--- config.mk ---
export PLATFORM = sky130hd
export DESIGN_NAME = qc_row_syndrome_accumulator_flat
export DESIGN_NICKNAME = d
export VERILOG_FILES = /design/src/rtl/qc_row_syndrome_accumulator_if.sv /design/src/rtl/qc_row_syndrome_accumulator.sv /design/src/flat_wrapper.sv
export SDC_FILE = /design/constraint.sdc
export NUM_CORES = 1
export LEC_CHECK = 0
export CAP_MARGIN = 10
export CORE_ASPECT_RATIO = 1.5
export CORE_MARGIN = 2
export CORE_UTILIZATION = 35
export CTS_CLUSTER_DIAMETER = 120
export DETAILED_ROUTE_END_ITERATION = 12
export PLACE_DENSITY = 0.62
export SETUP_SLACK_MARGIN = 0.05
export SLEW_MARGIN = 20
export SYNTH_ARGS = -nofsm -noshare
export SYNTH_HDL_FRONTEND = slang
export SYNTH_SLANG_ARGS = --single-unit
--- constraint.sdc ---
create_clock -name CLK -period 6 [get_ports CLK]
set_input_delay 0.6 -clock CLK [delete_from_list [all_inputs] [get_ports CLK]]
set_output_delay 0.6 -clock CLK [all_outputs]
set_load 0.05 [all_outputs]
--- src/rtl/qc_row_syndrome_accumulator_if.sv ---
// Bus between the circular shifter / sequencer and the row syndrome accumulator.
// The frame_weight signal exists only when QC_ROW_WEIGHT_CNT_EN is defined.
interface qc_row_syndrome_accumulator_if #(
    parameter int MAXZ     = 81,
    parameter int NUM_ROWS = 12
);
    localparam int ZW = $clog2(MAXZ + 1);
    localparam int RW = $clog2(NUM_ROWS);
    localparam int WW = $clog2(NUM_ROWS * MAXZ + 1);

    logic            frame_start;
    logic [ZW-1:0]   z_size;
    logic            valid_in;
    logic [MAXZ-1:0] in_data;
    logic            row_last;
    logic            valid_out;
    logic [MAXZ-1:0] out_data;
    logic [RW-1:0]   out_row;
    logic            frame_done;
    logic            frame_ok;
    logic            deg_err;
`ifdef QC_ROW_WEIGHT_CNT_EN
    logic [WW-1:0]   frame_weight;

    modport master (
        output frame_start, z_size, valid_in, in_data, row_last,
        input  valid_out, out_data, out_row, frame_done, frame_ok, deg_err, frame_weight
    );
    modport slave (
        input  frame_start, z_size, valid_in, in_data, row_last,
        output valid_out, out_data, out_row, frame_done, frame_ok, deg_err, frame_weight
    );
`else
    modport master (
        output frame_start, z_size, valid_in, in_data, row_last,
        input  valid_out, out_data, out_row, frame_done, frame_ok, deg_err
    );
    modport slave (
        input  frame_start, z_size, valid_in, in_data, row_last,
        output valid_out, out_data, out_row, frame_done, frame_ok, deg_err
    );
`endif
endinterface

--- src/rtl/qc_row_syndrome_accumulator.sv ---
// XOR-accumulates rotated sub-blocks per QC-LDPC check-row, emits row syndromes and a frame verdict.
// Optional QC_ROW_WEIGHT_CNT_EN adds a per-frame popcount of all row syndromes (frame_weight).
//
// state   | meaning
// --------+-----------------------------------------------
// S_IDLE  | no frame open; valid_in/row_last ignored
// S_ACCUM | accumulating blocks of rows 0..NUM_ROWS-1
module qc_row_syndrome_accumulator #(
    parameter int MAXZ        = 81,
    parameter int NUM_ROWS    = 12,
    parameter int MAX_ROW_DEG = 8
) (
    input logic CLK,
    input logic rst,
    qc_row_syndrome_accumulator_if.slave bus
);
    localparam int ZW = $clog2(MAXZ + 1);
    localparam int RW = $clog2(NUM_ROWS);
    localparam int DW = $clog2(MAX_ROW_DEG + 1);
    localparam int WW = $clog2(NUM_ROWS * MAXZ + 1);

    typedef enum logic {S_IDLE, S_ACCUM} state_t;

    state_t          r_state;
    state_t          w_state_nxt;
    logic [MAXZ-1:0] r_acc;
    logic [RW-1:0]   r_row;
    logic [DW-1:0]   r_deg;
    logic            r_fail;
    logic [ZW-1:0]   r_z;

    logic [ZW-1:0]   w_z_in;
    logic [ZW-1:0]   w_z_eff;
    logic [MAXZ-1:0] w_mask;
    logic [MAXZ-1:0] w_acc_nxt;
    logic [RW-1:0]   w_row_eff;
    logic [DW-1:0]   w_deg_eff;
    logic            w_fail_nxt;
    logic            w_take;
    logic            w_close;
    logic            w_last_row;

    always_ff @(posedge CLK or posedge rst) begin
        if (rst) r_state <= S_IDLE;
        else     r_state <= w_state_nxt;
    end

    // frame_start overrides the frame state in the same cycle, so a beat
    // arriving with it is treated as the first block of row 0.
    always_comb begin
        w_z_in      = ((bus.z_size == '0) || (bus.z_size > ZW'(MAXZ))) ? ZW'(MAXZ) : bus.z_size;
        w_z_eff     = bus.frame_start ? w_z_in : r_z;
        w_row_eff   = bus.frame_start ? '0 : r_row;
        w_deg_eff   = bus.frame_start ? '0 : r_deg;
        w_mask      = '0;
        for (int i = 0; i < MAXZ; i++) begin
            w_mask[i] = (ZW'(i) < w_z_eff);
        end
        w_acc_nxt   = (w_deg_eff == '0) ? (bus.in_data & w_mask) : (r_acc ^ (bus.in_data & w_mask));
        w_fail_nxt  = (bus.frame_start ? 1'b0 : r_fail) | (|w_acc_nxt);
        w_take      = bus.valid_in && (bus.frame_start || (r_state == S_ACCUM));
        w_close     = w_take && bus.row_last;
        w_last_row  = (w_row_eff == RW'(NUM_ROWS - 1));

        w_state_nxt = r_state;
        if (bus.frame_start)        w_state_nxt = S_ACCUM;
        if (w_close && w_last_row)  w_state_nxt = S_IDLE;
    end

    always_ff @(posedge CLK or posedge rst) begin
        if (rst) begin
            bus.valid_out  <= 1'b0;
            bus.out_data   <= '0;
            bus.out_row    <= '0;
            bus.frame_done <= 1'b0;
            bus.frame_ok   <= 1'b0;
            bus.deg_err    <= 1'b0;
            r_acc          <= '0;
            r_row          <= '0;
            r_deg          <= '0;
            r_fail         <= 1'b0;
            r_z            <= ZW'(MAXZ);
        end else begin
            bus.valid_out  <= 1'b0;
            bus.frame_done <= 1'b0;
            if (bus.frame_start) begin
                r_z          <= w_z_in;
                r_acc        <= '0;
                r_row        <= '0;
                r_deg        <= '0;
                r_fail       <= 1'b0;
                bus.frame_ok <= 1'b0;
                bus.deg_err  <= 1'b0;
            end
            if (w_take) begin
                if (w_deg_eff == DW'(MAX_ROW_DEG)) bus.deg_err <= 1'b1;
                if (w_close) begin
                    bus.out_data  <= w_acc_nxt;
                    bus.out_row   <= w_row_eff;
                    bus.valid_out <= 1'b1;
                    r_acc         <= '0;
                    r_deg         <= '0;
                    if (w_last_row) begin
                        bus.frame_done <= 1'b1;
                        bus.frame_ok   <= ~w_fail_nxt;
                        r_row          <= '0;
                        r_fail         <= 1'b0;
                    end else begin
                        r_row  <= w_row_eff + RW'(1);
                        r_fail <= w_fail_nxt;
                    end
                end else begin
                    r_acc <= w_acc_nxt;
                    // saturate so an over-long row cannot wrap back to "first block"
                    r_deg <= (w_deg_eff == DW'(MAX_ROW_DEG)) ? w_deg_eff : w_deg_eff + DW'(1);
                end
            end
        end
    end

`ifdef QC_ROW_WEIGHT_CNT_EN
    logic [WW-1:0] r_wsum;
    logic [WW-1:0] w_wsum_eff;
    logic [WW-1:0] w_pop;

    always_comb begin
        w_wsum_eff = bus.frame_start ? '0 : r_wsum;
        w_pop      = WW'($countones(w_acc_nxt));
    end

    always_ff @(posedge CLK or posedge rst) begin
        if (rst) begin
            r_wsum           <= '0;
            bus.frame_weight <= '0;
        end else begin
            if (bus.frame_start) begin
                r_wsum           <= '0;
                bus.frame_weight <= '0;
            end
            if (w_close) begin
                if (w_last_row) begin
                    bus.frame_weight <= w_wsum_eff + w_pop;
                    r_wsum           <= '0;
                end else begin
                    r_wsum <= w_wsum_eff + w_pop;
                end
            end
        end
    end
`endif

endmodule

--- src/flat_wrapper.sv ---
// flat-port wrapper written by rule: the top's interface ports become plain ports
module qc_row_syndrome_accumulator_flat 
#(
    parameter int MAXZ        = 81,
    parameter int NUM_ROWS    = 12,
    parameter int MAX_ROW_DEG = 8
)
  (CLK, rst, bus_frame_start, bus_z_size, bus_valid_in, bus_in_data, bus_row_last, bus_valid_out, bus_out_data, bus_out_row, bus_frame_done, bus_frame_ok, bus_deg_err);
  qc_row_syndrome_accumulator_if #(.MAXZ(MAXZ), .NUM_ROWS(NUM_ROWS)) bus_i ();
  input logic CLK;
  input logic rst;
  input wire logic [$bits(bus_i.frame_start)-1:0] bus_frame_start;
  input wire logic [$bits(bus_i.z_size)-1:0] bus_z_size;
  input wire logic [$bits(bus_i.valid_in)-1:0] bus_valid_in;
  input wire logic [$bits(bus_i.in_data)-1:0] bus_in_data;
  input wire logic [$bits(bus_i.row_last)-1:0] bus_row_last;
  output wire logic [$bits(bus_i.valid_out)-1:0] bus_valid_out;
  output wire logic [$bits(bus_i.out_data)-1:0] bus_out_data;
  output wire logic [$bits(bus_i.out_row)-1:0] bus_out_row;
  output wire logic [$bits(bus_i.frame_done)-1:0] bus_frame_done;
  output wire logic [$bits(bus_i.frame_ok)-1:0] bus_frame_ok;
  output wire logic [$bits(bus_i.deg_err)-1:0] bus_deg_err;
  assign bus_i.frame_start = bus_frame_start;
  assign bus_i.z_size = bus_z_size;
  assign bus_i.valid_in = bus_valid_in;
  assign bus_i.in_data = bus_in_data;
  assign bus_i.row_last = bus_row_last;
  assign bus_valid_out = bus_i.valid_out;
  assign bus_out_data = bus_i.out_data;
  assign bus_out_row = bus_i.out_row;
  assign bus_frame_done = bus_i.frame_done;
  assign bus_frame_ok = bus_i.frame_ok;
  assign bus_deg_err = bus_i.deg_err;
  qc_row_syndrome_accumulator #(.MAXZ(MAXZ), .NUM_ROWS(NUM_ROWS), .MAX_ROW_DEG(MAX_ROW_DEG)) u_core (.CLK(CLK), .rst(rst), .bus(bus_i));
endmodule
==> results.ini <==
[placed_design]
dp_cells=1600
hpwl_um=26300
port_buffers=181
placed_cell_area_sq_um=11900
finalWeightedCongestion=0.975

[timing]
period_minus_slack_ns=4.58
whs_ns=0.477
tns_ns=0
rsz0062_at_grt=no
timing.fmax_mhz=218
fin_crit_sh_pct=76.4
slew_violations=0
report.final.hold_viol_count=0
setup_viol=0
maxSlewHeadroom_pct=37.4
finClkSkew_ns=0.00935
worst-slew-pin-transition_ns=0.940

[floorplanning]
io_pins=182
die_w_um=141
rows=75
fp.dieH_um=210
die-area_sq_um=29600
core_sq_um=27900
start_util_pct=35.4

[synthesis]
netlist_instances=1127
syn_nets=1223
ys_ff_latch=187
synth-async-reset-ratio_pct=100
synth_edf_count=0
ys_seq_area_share_pct=47.5
yosys_warnings=0
ys.flop_type=dfrtp_1
ys_types=82
syn_avg_cell_area_sq_um=8.75
netlist_area_sq_um=9860

[grt]
grt_pass1_wl_um=53600
grt_max_degree=97
grt_pass1_vias=8798
grt_overflow_total=0
antenna_found_initial=1
track_usage_pct=24.3

[hold_path]
hold_path.class=reg2reg
min_from=u_core.bus.out_data[63]

[worst_setup_path]
path_class=in2reg
crit_required_ns=6.39
timing.rr.start=u_core.r_z[6]
startpoint=bus_frame_start
endpoint_kind=flop
arrival_ns=4.98
crit_fanout=35
startpoint_type=input port
reg2reg_slack_ns=1.87

[clocking]
post_cts_buffers=0
cts_tree=built
htree_levels=4
cts_max_path_buffers=2
path_clk_slew_ns=0.08
cts_sinks=187
cts_inserted_buffers=17
holdBufCountCts=0
clockRootBuffer=clkbuf_16
clock_latency_ns=0.45
cts_resized=0

[detailed_routing]
drt-pass1-iter-count=5
drtIter0Drc=943
wl_per_cell_um=21.8
routed_wl_um=35500
via_count=8993
drc=0
ant_nets=0
viasPerCell=5.51

[power]
power.leakage_nw=5.13
ir_drop_uv=208
power_density_nw_per_um2=299

[finish]
final-seq-area_sq_um=4680
multi_input_area_sq_um=4800
finalNetCount=1369
drive_gt1_share_pct=7.16
area_growth_pct=26.9
fin_util_pct=44.9
stdcell_area_sq_um=12500
n_fill_cell=2714
fin_cells=1632

[job]
drv_cap=0

[run_status]
status=finished, final reports clean

through the flow:
step	power [W]	worst slack [ns]
2_1_floorplan	0.00216	0.320
3_3_place_gp	0.00259	1.15
3_5_place_dp	0.00259	1.10
4_1_cts	0.00376	1.56
5_1_grt	0.00388	1.18
6_report	0.00374	1.42
critical path: stages:
cell	delay (ns)
buf_2	0.39
buf_4	0.43
nand2b_1	0.29
nand2_1	0.35
nand4bb_1	0.81
o21ai_0	0.48
xnor2_1	0.20
nand4_1	0.19
or4_1	0.52
or4_1	0.45
nor2_1	0.14
a21o_1	0.12
metal layers:
layer | GRT usage, % | wire (um) | part of all wire [%]
met5 | 0 | 0 | 0
met2 | 40.4 | 17100 | 48
met1 | 30.0 | 14200 | 40
met3 | 3.17 | 2000 | 5.6
met4 | 14.7 | 2170 | 6.1
where the power goes:
part           switching, W  leakage (nW)  internal, W
clock              0.000525         0.290     0.000639
sequential        0.0000866          2.46      0.00139
combinational      0.000751          2.37     0.000349
cells by family after synthesis:
| logic type | count (synthesis) | share of synthesized area [%] |
|---|---|---|
| multiplexers | 6 | 0.660 |
| AND/OR/NAND/NOR | 440 | 20.1 |
| XOR/XNOR | 78 | 6.93 |
| adder cells (fa/ha/maj) | 3 | 0.381 |
| buffers and inverters | 88 | 4.06 |
| AO/OA/AOI/OAI | 325 | 20.4 |
| flip-flops | 187 | 47.5 |
registers in the layout (all words and copies together) (netlist names):
signal / flops
u_core.bus.out_data: 81
u_core.bus.valid_out: 1
u_core.r_state: 1
u_core.bus.frame_ok: 1
u_core.r_row: 4
u_core.bus.deg_err: 1
u_core.bus.frame_done: 1
u_core.r_fail: 1
u_core.r_acc: 81
u_core.bus.out_row: 4
u_core.r_deg: 4
u_core.r_z: 7
synth_stat cells, drive strengths merged, types with 13 or more instances:
master    n  area, sq um
a21oi    34          170
buf      24          159
nand3    20          105
inv      19         71.3
dfrtp   184         4600
xnor2    46          403
o21ai   199         1010
a31oi    13         81.3
clkbuf   45          170
nor2     32          123
xor2     32          280
nand4    14         87.6
nand2   304         1140
layout make-up:
| class | instances | share of cell area [%] |
|---|---|---|
| tap | 346 | 3.46 |
| antenna | 1 | 0.0200 |
| clock buffer | 19 | 3.62 |
| sequential | 187 | 37.4 |
| multi-input combinational | 852 | 38.3 |
| inverter | 19 | 0.610 |
| clock inverter | 12 | 1.08 |
| timing repair buffer | 196 | 15.4 |
cells in the final DEF, fill, tap and decap left out, drive strengths merged, types with 5 or more instances in the layout:
master,Yosys,final
a31oi,13,13
o211ai,12,12
nor3,10,10
inv,19,22
and2,5,5
xor2,32,32
nand3b,5,5
nor2,32,32
nor4,5,5
dfrtp,184,184
nand2,304,304
clkdlybuf4s50,0,180
nand3,20,20
a22o,7,7
a21oi,34,34
a21o,5,5
nand2b,11,11
clkinv,0,6
nor2b,6,6
o21ai,199,199
xnor2,46,46
nand4,14,14
buf,24,16
clkbuf,45,19
a211oi,9,9
worst paths after layout:
path / endpoint / depth (start not counted)
min reg2reg: u_core.bus.out_data[63] / 2
max reg2reg: u_core.bus.frame_ok / 10
min in group asynchronous: u_core.bus.out_row[2] / 2
min: u_core.bus.out_data[63] / 2
max in group asynchronous: u_core.r_acc[35] / 3
max: u_core.bus.frame_ok / 12
No activity file was read; power rests on OpenSTA's default activity.
